--- config.mk ---
export PLATFORM = sky130hd
export DESIGN_NAME = fifo_rd_stream
export DESIGN_NICKNAME = d
export VERILOG_FILES = /design/src/rtl/fifo_rd_stream.sv
export SDC_FILE = /design/constraint.sdc
export NUM_CORES = 1
export LEC_CHECK = 0
export ABC_AREA = 1
export ABC_CLOCK_PERIOD_IN_PS = 1300
export CORE_ASPECT_RATIO = 0.9
export CORE_MARGIN = 2
export CORE_UTILIZATION = 31
export DETAILED_ROUTE_END_ITERATION = 10
export HOLD_SLACK_MARGIN = 0.06
export SYNTH_ARGS = -nofsm -noshare
export SYNTH_HDL_FRONTEND = slang
export SYNTH_SLANG_ARGS = --single-unit
--- constraint.sdc ---
create_clock -name clk -period 1.3 [get_ports clk]
set_input_delay 0.26 -clock clk [delete_from_list [all_inputs] [get_ports clk]]
set_output_delay 0.26 -clock clk [all_outputs]
set_load 0.01 [all_outputs]
--- src/rtl/fifo_rd_stream.sv ---
// fifo_rd_stream: pulls words out of a FIFO (one-cycle read latency) and presents them as a
// valid/ready stream. Words are buffered in a two-entry skid buffer. m_last_o marks every
// PKT_LEN-th word, and word_cnt_o counts transferred words.
//
// Ports:
//   clk           rising-edge clock
//   rst           synchronous active-high reset
//   fifo_empty_i  FIFO empty flag
//   fifo_rd_en_o  FIFO read request (never asserted while fifo_empty_i=1)
//   fifo_rdata_i  FIFO read data, valid the cycle after an accepted read
//   m_valid_o     stream valid (registered, no path from m_ready_i)
//   m_ready_i     stream ready
//   m_data_o      stream data (oldest buffered word)
//   m_last_o      last word of a PKT_LEN-word packet
//   word_cnt_o    wrapping count of completed handshakes
module fifo_rd_stream #(
  parameter int unsigned DATA_WIDTH = 8,
  parameter int unsigned PKT_LEN    = 16
) (
  input  logic                  clk,
  input  logic                  rst,
  input  logic                  fifo_empty_i,
  output logic                  fifo_rd_en_o,
  input  logic [DATA_WIDTH-1:0] fifo_rdata_i,
  output logic                  m_valid_o,
  input  logic                  m_ready_i,
  output logic [DATA_WIDTH-1:0] m_data_o,
  output logic                  m_last_o,
  output logic [15:0]           word_cnt_o
);

  localparam int unsigned     PosW    = $clog2(PKT_LEN);
  localparam logic [PosW-1:0] PosLast = PosW'(PKT_LEN - 1);

  typedef enum logic [1:0] {StEmpty, StOne, StTwo} state_e;

  state_e                state_q, state_d;
  logic [DATA_WIDTH-1:0] head_q, head_d;
  logic [DATA_WIDTH-1:0] tail_q, tail_d;
  logic                  inflight_q;
  logic [PosW-1:0]       pos_q, pos_d;
  logic [15:0]           cnt_q;

  logic       hs;
  logic       capture;
  logic [1:0] occ;

  assign m_valid_o  = (state_q != StEmpty);
  assign m_data_o   = head_q;
  assign m_last_o   = m_valid_o && (pos_q == PosLast);
  assign word_cnt_o = cnt_q;

  assign hs      = m_valid_o & m_ready_i;
  assign capture = inflight_q;

  always_comb begin
    occ = 2'd0;
    case (state_q)
      StOne:   occ = 2'd1;
      StTwo:   occ = 2'd2;
      default: occ = 2'd0;
    endcase
  end

  // A word leaving this cycle frees a slot, so it is credited before the limit check; this is
  // what lets a continuously-ready sink take one word per cycle. Buffer can never overflow
  // because occupancy + in-flight - handshake stays at or below one whenever a read issues.
  assign fifo_rd_en_o = !rst && !fifo_empty_i &&
                        (({1'b0, occ} + {2'b00, inflight_q}) < (3'd2 + {2'b00, hs}));

  always_comb begin
    state_d = state_q;
    head_d  = head_q;
    tail_d  = tail_q;
    case (state_q)
      StEmpty: begin
        if (capture) begin
          head_d  = fifo_rdata_i;
          state_d = StOne;
        end
      end
      StOne: begin
        if (capture && hs) begin
          head_d = fifo_rdata_i;
        end else if (capture) begin
          tail_d  = fifo_rdata_i;
          state_d = StTwo;
        end else if (hs) begin
          state_d = StEmpty;
        end
      end
      StTwo: begin
        // A capture cannot coincide with TWO: issue is throttled one cycle earlier.
        if (hs) begin
          head_d  = tail_q;
          state_d = StOne;
        end
      end
      default: state_d = StEmpty;
    endcase
  end

  always_comb begin
    pos_d = pos_q;
    if (hs) begin
      pos_d = (pos_q == PosLast) ? '0 : pos_q + PosW'(1);
    end
  end

  always_ff @(posedge clk) begin
    if (rst) begin
      state_q    <= StEmpty;
      head_q     <= '0;
      tail_q     <= '0;
      inflight_q <= 1'b0;  // drops any read issued before reset
      pos_q      <= '0;
      cnt_q      <= 16'd0;
    end else begin
      state_q    <= state_d;
      head_q     <= head_d;
      tail_q     <= tail_d;
      inflight_q <= fifo_rd_en_o;
      pos_q      <= pos_d;
      if (hs) begin
        cnt_q <= cnt_q + 16'd1;
      end
    end
  end

endmodule

* Word level (Yosys, flattened, before mapping) *
Index checks and enable logic that the tools add are counted.

storage, ports and cells
  bits in registers = 39
  input bits = 12
  output and inout bits = 27
  logic and storage cells = 45

cells by class
  add/sub/neg operators = 4
  $lt $le $gt $ge = 1
  equal/unequal tests = 8
  muxes and demuxes = 12
  bitwise logic cells = 2
  reduce and logical (&&, ||, !) cells = 12

operators with widths
  operator                 number
  $mux W8                  3
  $pmux W8 S3              1
  $add A16 B1 Y16 const B  1
  $mux W2                  5
  $ne A2 B2 Y1 const B     4
  $reduce_and A4 Y1        2
  $pmux W2 S3              1
  $add A4 B1 Y4 const B    1
  $eq A4 B4 Y1 const B     1
  $logic_and A1 B1 Y1      4
  $mux W4                  1
  $pmux W2 S2              1
  $add A2 B1 Y3            1
  $add A2 B1 Y3 const A    1
  $lt A3 B3 Y1             1
  $ne A3 B3 Y1 const B     1
  $reduce_and A3 Y1        1
  $reduce_bool A3 Y1       1
  $eq A2 B1 Y1 const B     1
  $eq A2 B2 Y1 const B     1
  $logic_not A1 Y1         2
  $logic_not A2 Y1         1
  $reduce_bool A2 Y1       1
  $and A1 B1 Y1            1
  $not A1 Y1               1

* Logic depth before layout (Yosys ltp) *
  word-level depth = 6
  depth in mapped cells = 8
  depth with buffers taken out = 8

* Worst setup path after synthesis *
Ideal clock, no wire load.

  path kind = register to output
  from = register state_q[0]
  to = output fifo_rd_en_o
  data arrival time = 1.257 ns
  required time = 1.040 ns
  setup slack = -0.217 ns
  cell stages (with the launch flop) = 6
  buffers on the path = 0
  path through = dfxtp_1 inv_1 nor2_1 ha_1 or2_1 a21oi_1

between the ends
  cells in the longest elaborated chain, start to end = 5
  elaborated cells on any way between the ends = 9
  classes of those cells = add/sub: 2; order compare: 1; eq/ne: 2; mux: 1; bitwise: 1; reduce/logical: 2

RTL lines
  what                                          RTL line  RTL
  from (decl)                                   37        state_e state_q, state_d;
  from (signal assigned)                        112       state_q <= StEmpty;
  from (signal assigned)                        119       state_q <= state_d;
  $eq A2 B2 Y1 (tied with other cells)          58        case (state_q)
  $pmux W2 S2 or $and A1 B1 Y1 (tied branches)  58, 53
  $add A2 B1 Y3                                 69        (({1'b0, occ} + {2'b00, inflight_q}) < (3'd2 + {2'b00, hs}));
  $lt A3 B3 Y1 (*)                              69
  $logic_and A1 B1 Y1 (*)                       68        assign fifo_rd_en_o = !rst && !fifo_empty_i &&
  to (decl)                                     23        output logic fifo_rd_en_o,

Mark *: on every way between the ends. The rest lies on a longest branch, timed or not.

* Worst setup path after layout *
Ends and elaborated chain as after synthesis.

==> summary.md <==
| Metric | Value |
|---|---|
| #FFs+latches synth | `39` |
| Setup Viol. Count Final | `24` |
| R2R Path End | `m_data_o[7]$_SDFFE_PP0P_` |
| Hold Crit Class | `reg -> reg` |
| Fraction of synthesized cell area in xor and xnor cells | `0%` |
| Hold_sp | `tail_q[2]$_SDFFE_PP0P_` |
| Pin slew with the least headroom to its limit | `0.351 ns` |
| Sequential share of the synthesized area | `between 40% and 50%` |
| Setup Skew | `between 0.005 and 0.006 ns` |
| Final min period | `1.76 ns` |
| Gr ovfl total | `0` |
| Root buf cell | `clkbuf_8` |
| CTS tree | `built` |
| Fillers | `596` |
| Worst-path clk slew | `around 0.090 ns` |
| Unrepaired setup endpoints after global routing | `true` |
| Hold path depth | `2` |
| CP arrival | `1.50 ns` |
| Synth area leaders | `dfxtp_1, nor2_1, nand2_1, o21ai_0, inv_1` |
| Port buffer count | `38` |
| Longest Clk Path Bufs | `2` |
| Placed Instances | `about 400` |
| YS warnings | `0` |
| Max_cap viols | `0` |
| Area fraction in compound gates after synthesis | `12.9%` |
| Worst-case reg-to-reg path depth | `10` |
| Nets | `366` |
| Synthesized area | `roughly 1900 um^2` |
| DR vias/cell | `4.42` |
| Area leader, netlist | `dfxtp_1` |
| Syn_nets | `290` |
| Die area | `6690 um^2` |
| Ant diodes | `0` |
| Final Cycle Share | `136%` |
| Die H | `a little under 80 um` |
| Yosys cell types | `29` |
| Peak Freq | `around 570 MHz` |
| Worst R2R Setup Slack | `-0.16 ns` |
| I/O pin cnt | `39` |
| Post-DP HPWL | `3220 um` |
| Vias post-DR | `1862` |
| CTS Buf Count | `5` |
| Main combinational cell family by area after synthesis | `simple AND/OR/NAND/NOR gates` |
| Detail Route Antenna Nets | `0` |
| Crit start category | `register` |
| Post-Synth Simple-Gate Area | `34.8%` |
| Chip width | `86.0 um` |
| Residual DRC | `0` |
| Mux contribution to synthesized area | `0%` |
| First-pass GRT wire length | `7600 um` |
| P&R area growth vs syn | `47.8%` |
| Failing checks | `negative setup slack` |
| Fin cells | `421` |
| Syn avg cell area | `6.85 um^2` |
| Max_slew headroom | `between 70% and 80%` |
| Post-synthesis instance total | `274` |
| Crit path required time | `1.04 ns` |
| Pwr Density | `878 nW/um^2` |
| Worst-path fanout max | `2` |
| Core Box Area | `~5800 um^2` |
| Share of post-route cells with drive strength above 1 | `25.1%` |
| Fin. max-slew vios | `0` |
| Initial antenna violation count | `0` |
| Clk_lat worst skew | `between 0.2 and 0.3 ns` |
| Pin count of the biggest net entering global routing | `34` |
| Initial Util | `about 33%` |
| Status | `complete, but fails checks` |
| Post-CTS Hold Buffers | `0` |
| First-iteration detailed-routing DRC count | `75` |
| Worst hold slack | `0.453 ns` |
| Drt total wl | `about 4500 um` |
| Row count | `26` |
| Static Leakage | `1.27 nW` |
| Routability cong. | `0.814` |
| Final Hold Viols | `0` |
| Worst vdd ir | `0.000374 V` |
| Clk sink count | `39` |
| Area fraction of the dominant cell type after synthesis | `41.6%` |
| Worst Hold Path EP | `tail_q[2]$_SDFFE_PP0P_` |
| CP endpoint kind | `primary output` |
| H-tree Lvls | `2` |
| R2r startpoint | `state_q[0]$_SDFFE_PP0P_` |
| Routed WL per cell | `10.7 um` |
| Setup slack after layout | `-0.464 ns` |
| Number of global-route vias before repair | `1730` |
| Final core occ | `48.2%` |
| Tot GR Track Use | `14.3%` |
| Drt pass-1 iters | `4` |
| Post-Synth Adder-Cell Area | `2.67%` |
| CP Class | `reg -> out` |
## synth_stat cells
master and count:
nor2_1 64, nand2_1 59, dfxtp_1 39, inv_1 29, o21ai_0 25, a21oi_1 17, nand3_1 7, ha_1 4
nand4_1 3, nor3_1 3, clkbuf_1 2, inv_2 2, nand3_4 2, nor2_2 2, nor2_4 2, and3_1 1
buf_1 1, buf_2 1, buf_4 1, buf_6 1, nand2_2 1, nor2_8 1, nor4_1 1, o211ai_1 1
o21a_1 1, o21ai_2 1, o21bai_1 1, or2_0 1, or2_1 1
## layout make-up
class | instances | area [um^2] | area share, %
Sequential cell | 39 | 791 | 28.5
Clock inverter | 3 | 23.8 | 0.857
Inverter | 31 | 120 | 4.33
Timing Repair Buffer | 75 | 636 | 22.9
Tap cell | 70 | 87.6 | 3.16
Multi-Input combinational cell | 198 | 1050 | 37.7
Clock buffer | 5 | 68.8 | 2.48
## stage by stage
step / worst slack, ns / total power, mW / area (um^2) / TNS (ns)
global route: -0.535 / 2.55 / 2770 / -5.17
floorplan: -0.0901 / 1.42 / 1900 / -0.0901
finish: -0.464 / 2.43 / 2770 / -3.12
global placement: -0.887 / 1.57 / 2560 / -11.43
detailed placement: -0.881 / 1.58 / 2560 / -11.89
CTS: -0.474 / 2.44 / 2690 / -2.72
## cells by family after synthesis
kind of cell | after synthesis
AND/OR/NAND/NOR | 148
buffers and inverters | 37
flip-flops | 39
adder cells (fa/ha/maj) | 4
AO/OA/AOI/OAI | 46
## registers in the layout, indices dropped and copies added (netlist names)
register and count:
capture 1, tail_q 8, state_q 2, pos_q 4
word_cnt_o 16, m_data_o 8
## layout by cell type, fill, tap and decap left out, types with 4 or more instances in the layout
cell,n
dfxtp_1,33
dlygate4sd2_1,24
inv_1,25
dfxtp_2,5
nand2_1,56
clkdlybuf4s50_1,11
inv_2,5
nor2_2,4
o21ai_1,12
nor2_1,58
clkbuf_8,5
o21ai_0,9
nor2_4,6
buf_6,6
o21ai_2,4
a21oi_1,15
nand3_1,7
buf_4,31
## metal layers
layer	vias up	GRT usage (%)	share of wire, %
met5	-	0	0
met4	0	3.81	1.0
met3	4	4.57	3.5
met2	32	22.7	46
met1	807	18.6	50
li1	1019	-	-
## critical path, stage by stage (launching register included)
cell and delay (ns):
dfxtp_2 0.34, buf_4 0.11, nor2_4 0.04, buf_6 0.12, nor2_8 0.08, inv_2 0.04, or2_4 0.24, a21oi_2 0.11
buf_2 0.13
## timing repair
action                                  4_1_cts  5_1_grt
buffers inserted                              7        2
gates resized for setup                      65       25
endpoints found under the setup margin       48       39
cloned                                        0        0
pin swaps                                     5        8
## where the power goes
group | internal (mW) | total [mW] | switching, mW | leakage (nW)
Clock | 0.384 | 0.857 | 0.474 | 0.0408
Sequential | 1.23 | 1.25 | 0.0189 | 0.320
Combinational | 0.165 | 0.330 | 0.165 | 0.909
## how the worst max path moves through the flow
stage | startpoint | cells past startpoint | endpoint | slack, ns
after global placement | m_ready_i | 7 | fifo_rd_en_o | -0.89
after detailed placement | m_ready_i | 7 | fifo_rd_en_o | -0.88
after CTS | state_q[0]$_SDFFE_PP0P_ | 6 | fifo_rd_en_o | -0.47
final | state_q[0]$_SDFFE_PP0P_ | 8 | fifo_rd_en_o | -0.46
after floorplan | state_q[0]$_SDFFE_PP0P_ | 5 | fifo_rd_en_o | -0.09
after global routing | state_q[0]$_SDFFE_PP0P_ | 9 | fifo_rd_en_o | -0.53
Note: power is estimated with default switching activity, not from simulation.
